**config.mk**
```make
export PLATFORM = sky130hd
export DESIGN_NAME = pll_lock_sequencer
export DESIGN_NICKNAME = d
export VERILOG_FILES = /design/src/rtl/pll_lock_sequencer.sv
export SDC_FILE = /design/constraint.sdc
export NUM_CORES = 1
export LEC_CHECK = 0
export BUFFER_PORTS_ARGS = -buffer_cell sky130_fd_sc_hd__buf_2
export CAP_MARGIN = 10
export CORE_MARGIN = 5
export CORE_UTILIZATION = 46
export CTS_CLUSTER_SIZE = 30
export DETAILED_ROUTE_END_ITERATION = 12
export GPL_TIMING_DRIVEN = 0
export PLACE_DENSITY = 0.66
export SLEW_MARGIN = 15
export SYNTH_ARGS = -nofsm -noshare
export SYNTH_HDL_FRONTEND = slang
export SYNTH_SLANG_ARGS = --single-unit
```
**constraint.sdc**
```tcl
create_clock -name pllclk -period 1.8 [get_ports pllclk]
set_clock_uncertainty 0.1 [all_clocks]
set_input_delay 0 -clock pllclk [delete_from_list [all_inputs] [get_ports pllclk]]
set_output_delay 0 -clock pllclk [all_outputs]
set_load 0.02 [all_outputs]
```
**src/rtl/pll_lock_sequencer.sv**
```systemverilog
// pll_lock_sequencer: PLL lock qualifier; define LOCK_LOSS_IRQ_EN to add the sticky loss_irq flag with irq_clr
module pll_lock_sequencer #(
  parameter int STABLE_CYCLES = 64,
  parameter int CNT_W         = 8,
  parameter int LOSS_CNT_W    = 4
) (
  input  logic                  pllclk,
  input  logic                  rst,
  input  logic                  lock_in,
  input  logic                  clken_in,
`ifdef LOCK_LOSS_IRQ_EN
  input  logic                  irq_clr,
  output logic                  loss_irq,
`endif
  output logic                  sync_rst,
  output logic                  ready,
  output logic                  run_en,
  output logic [LOSS_CNT_W-1:0] loss_count,
  output logic [1:0]            state
);
  typedef enum logic [1:0] {
    WAIT_LOCK = 2'b00,
    STABILIZE = 2'b01,
    RUN       = 2'b10,
    LOST      = 2'b11
  } state_t;
  localparam logic [CNT_W-1:0] LAST_CNT = CNT_W'(STABLE_CYCLES - 1);
  logic [1:0]            lock_sync_q, clken_sync_q;
  logic                  lock_s, clken_s;
  state_t                state_q, state_d;
  logic [CNT_W-1:0]      cnt_q, cnt_d;
  logic [LOSS_CNT_W-1:0] loss_cnt_q, loss_cnt_d;
  logic                  sync_rst_q, sync_rst_d;
  logic                  ready_q, ready_d;
  logic                  run_en_q, run_en_d;
  assign lock_s  = lock_sync_q[1];
  assign clken_s = clken_sync_q[1];
  // two-flop synchronisers bringing lock and clock enable into the pllclk domain
  always_ff @(posedge pllclk or posedge rst) begin
    if (rst) begin
      lock_sync_q  <= '0;
      clken_sync_q <= '0;
    end else begin
      lock_sync_q  <= {lock_sync_q[0], lock_in};
      clken_sync_q <= {clken_sync_q[0], clken_in};
    end
  end
  // lock qualification: any lock drop in STABILIZE restarts the count from zero
  always_comb begin
    state_d    = state_q;
    cnt_d      = cnt_q;
    loss_cnt_d = loss_cnt_q;
    case (state_q)
      WAIT_LOCK: begin
        cnt_d   = '0;
        state_d = lock_s ? STABILIZE : WAIT_LOCK;
      end
      STABILIZE: begin
        if (!lock_s) begin
          state_d = WAIT_LOCK;
          cnt_d   = '0;
        end else if (cnt_q == LAST_CNT) begin
          state_d = RUN;
          cnt_d   = '0;
        end else begin
          cnt_d = cnt_q + CNT_W'(1);
        end
      end
      RUN: begin
        if (!lock_s) begin
          state_d    = LOST;
          loss_cnt_d = (loss_cnt_q == '1) ? loss_cnt_q : loss_cnt_q + LOSS_CNT_W'(1);
        end
      end
      default: state_d = WAIT_LOCK;
    endcase
    sync_rst_d = (state_d != RUN);
    ready_d    = (state_d == RUN);
    run_en_d   = (state_d == RUN) && clken_s;
  end
  // state, counters and registered outputs all update on the same edge
  always_ff @(posedge pllclk or posedge rst) begin
    if (rst) begin
      state_q    <= WAIT_LOCK;
      cnt_q      <= '0;
      loss_cnt_q <= '0;
      sync_rst_q <= 1'b1;
      ready_q    <= 1'b0;
      run_en_q   <= 1'b0;
    end else begin
      state_q    <= state_d;
      cnt_q      <= cnt_d;
      loss_cnt_q <= loss_cnt_d;
      sync_rst_q <= sync_rst_d;
      ready_q    <= ready_d;
      run_en_q   <= run_en_d;
    end
  end
`ifdef LOCK_LOSS_IRQ_EN
  logic loss_irq_q, loss_irq_d;
  // sticky loss flag; a new loss on the clearing edge keeps it set
  always_comb begin
    loss_irq_d = (state_q == RUN && state_d == LOST) ? 1'b1 : (irq_clr ? 1'b0 : loss_irq_q);
  end
  // loss flag register
  always_ff @(posedge pllclk or posedge rst) begin
    if (rst) loss_irq_q <= 1'b0;
    else     loss_irq_q <= loss_irq_d;
  end
  assign loss_irq = loss_irq_q;
`endif
  assign sync_rst   = sync_rst_q;
  assign ready      = ready_q;
  assign run_en     = run_en_q;
  assign loss_count = loss_cnt_q;
  assign state      = state_q;
endmodule
```
==> impl_metrics.toml <==
[status]
status = "finished clean"

[layout]
finish.utilization = 0.560
final_cells = 132
antenna_cells = 0
areaGrowthSynthToFinish_pct = 16.0
nets = 112
final_area_mm2 = 0.00109
drive_gt1_frac = 0.200

[yosys]
synth_seq_area_share = 0.562
synth_area_um2 = 937
syn_nets = 92
ys_types = 29
avgSynthCellArea_um2 = 10.9
yosys_warnings = 0
ys_seq_elements = 21
synthCells = 86

[die]
die_h_um = 55.1
initial_core_util = 0.483
fp.coreArea_mm2 = 0.00194
dieArea_mm2 = 0.00304
rows = 16
dieWidth_um = 55.1
io_pins = 13

[global_routing]
antenna_found_initial = 0
grt_pass1_vias = 677
grt_usage = 0.137
gr-total-overflow = 0
grt_first_pass_wirelength_um = 2940
grt_max_degree = 22

[drt]
drc = 0
via_per_inst = 5.17
wl_met3_um = 91
highest-signal-layer = "met4"
drtIter0Drc = 8
wl_per_cell_um = 12.5
wirelength_um = 1650
firstDrtPassIters = 4
vias = 683
wl_met1_um = 749
antenna_left = 0
wl_met2_um = 793

[timing]
relSlewSlack = 0.487
worst_pin_slew_ns = 0.768
fmax_mhz = 611
post-route-period-util = 0.909
final.min_clock_period_ns = 1.64
slew_viol_final = 0
grt_setup_unrepaired = "false"
setup_viol = 0
hold_violations = 0
fin_tns_setup_ns = 0

[setup_path]
cpMaxStageDelayCell = "dfrtp_1"
cpPeakStageDelay_ns = 0.43
r2r_slack_ns = 0.16
path_cells = "ha_1 -> a311oi_4 -> mux2_1"
cp_top_family = "flip-flops"
cp_max_fo = 4
endpoint_kind = "register"
crit_path_start_kind = "register"
cp.arrival_ns = 1.73
worstSetupPathType = "reg2reg"
path_buf_inv = 0
r2r-end = "loss_count[1]"
worst-endpoint-required_ns = 1.89
timing.rr.start = "loss_count[0]"
reg2reg_depth = 3

[clock_network]
postCtsSetupRepairBufs = 0
cts_resized = 0
cts_made_buffers = 3
h-tree-depth = 1
cts.sinks = 21
cts.root.buffer_cell = "clkbuf_4"
cts_tree = "built"
cts_buffer_depth = 2
clk_latency_ns = 0.29
path_clk_slew_ns = 0.11
ctsHoldBuffers = 3

[placement]
dp_cells = 125
dpl.hpwl_um = 1180
gp_congestion = 0.849
placed_area_mm2 = 0.00103
port_buffers = 12

[power]
peakVddDrop_mv = 0.570
leakagePower_nw = 0.543
power.density_mw_per_mm2 = 686

[hold_path]
whs_path_depth = 2
hold_end = "lock_sync_q[0]"
hp-start = "lock_in"
hold_class = "in2reg"

[flow_run]
maxCapViolations = 0
power by group:
part / internal (W) / leakage, nW / total (W) / switching (W)
combinational: 0.0000162 / 0.250 / 0.0000372 / 0.0000210
clock: 0.0000862 / 0.0150 / 0.000222 / 0.000135
sequential: 0.000479 / 0.277 / 0.000487 / 0.00000809
per-stage QoR:
stage	hold WS, ns	power [W]	setup slack [ns]
finish	0.240	0.000746	0.163
global route	0.248	0.000780	0.0929
CTS	0.228	0.000759	0.152
detailed placement	0.0101	0.000530	0.171
global placement	0.00999	0.000529	0.200
floorplan	-0.124	0.000519	0.149
cell usage after synthesis, drive strengths merged:
library cell | count | area, um^2
nor2b | 1 | 6.26
a21o | 1 | 7.51
inv | 6 | 22.5
a22o | 1 | 8.76
nor3 | 4 | 20.0
buf | 2 | 16.3
nor2 | 5 | 18.8
xor2 | 1 | 8.76
dfrtp | 20 | 500
nand3b | 1 | 7.51
o21ai | 9 | 45.0
ha | 2 | 25.0
nand4 | 5 | 31.3
dfstp | 1 | 26.3
o21a | 1 | 7.51
a31o | 2 | 26.3
clkbuf | 1 | 3.75
xnor2 | 1 | 8.76
mux2 | 1 | 11.3
a31oi | 2 | 12.5
nand3 | 3 | 15.0
a311oi | 1 | 26.3
a21oi | 4 | 20.0
and4 | 1 | 8.76
nand2 | 8 | 30.0
nand2b | 1 | 13.8
and3b | 1 | 8.76
registers in the layout, indices dropped and copies added, names as in the netlist:
name,flops
clken_sync_q,2
state,2
sync_rst,1
cnt_q,8
loss_count,4
lock_sync_q,2
run_en,1
ready,1
routing by layer:
metal	GRT usage	vias to the layer above
met4	0.0607	0
met5	0	-
met2	0.215	14
met1	0.171	320
met3	0.0483	2
li1	-	347
how the worst max path moves through the flow:
stage	from	end	slack, ns	cells past startpoint
2_1_floorplan	loss_count[0]	loss_count[1]	0.15	3
3_3_place_gp	loss_count[0]	loss_count[1]	0.20	3
3_5_place_dp	loss_count[0]	loss_count[1]	0.17	3
4_1_cts	loss_count[0]	loss_count[1]	0.15	3
5_1_grt	loss_count[0]	loss_count[1]	0.09	3
6_report	loss_count[0]	loss_count[1]	0.16	3
logic make-up (layout without fill, tap and decap cells):
logic type	after synthesis	in the layout	synth area share
buffers and inverters	9	28	0.0454
AOI/OAI and AO/OA	21	21	0.164
and+or+nand+nor	30	30	0.171
muxes	1	1	0.0120
adders and majority gates	2	2	0.0267
DFF	21	21	0.562
xor gates and xnor gates	2	2	0.0187
cell usage in the layout, fill, tap and decap left out, drive strengths merged:
| cell | instances |
|---|---|
| o21a | 1 |
| a21o | 1 |
| dfstp | 1 |
| nand2 | 8 |
| a22o | 1 |
| and4 | 1 |
| nand2b | 1 |
| a21oi | 4 |
| nor2 | 5 |
| and3b | 1 |
| a311oi | 1 |
| dlygate4sd3 | 3 |
| mux2 | 1 |
| a31o | 2 |
| o21ai | 9 |
| a31oi | 2 |
| buf | 14 |
| xor2 | 1 |
| nor3 | 4 |
| ha | 2 |
| nor2b | 1 |
| dfrtp | 20 |
| nand4 | 5 |
| nand3 | 3 |
| clkbuf | 5 |
| inv | 6 |
| xnor2 | 1 |
| nand3b | 1 |
layout make-up:
class,instances,area (um^2)
flip-flops and latches,21,527
clock buffers,4,26.3
well taps,27,33.8
repair buffers,15,90.1
fillers,179,855
plain buffers,3,20.0
inverters,6,22.5
multi-input cells,56,368
No activity file was read; power rests on OpenSTA's default activity.
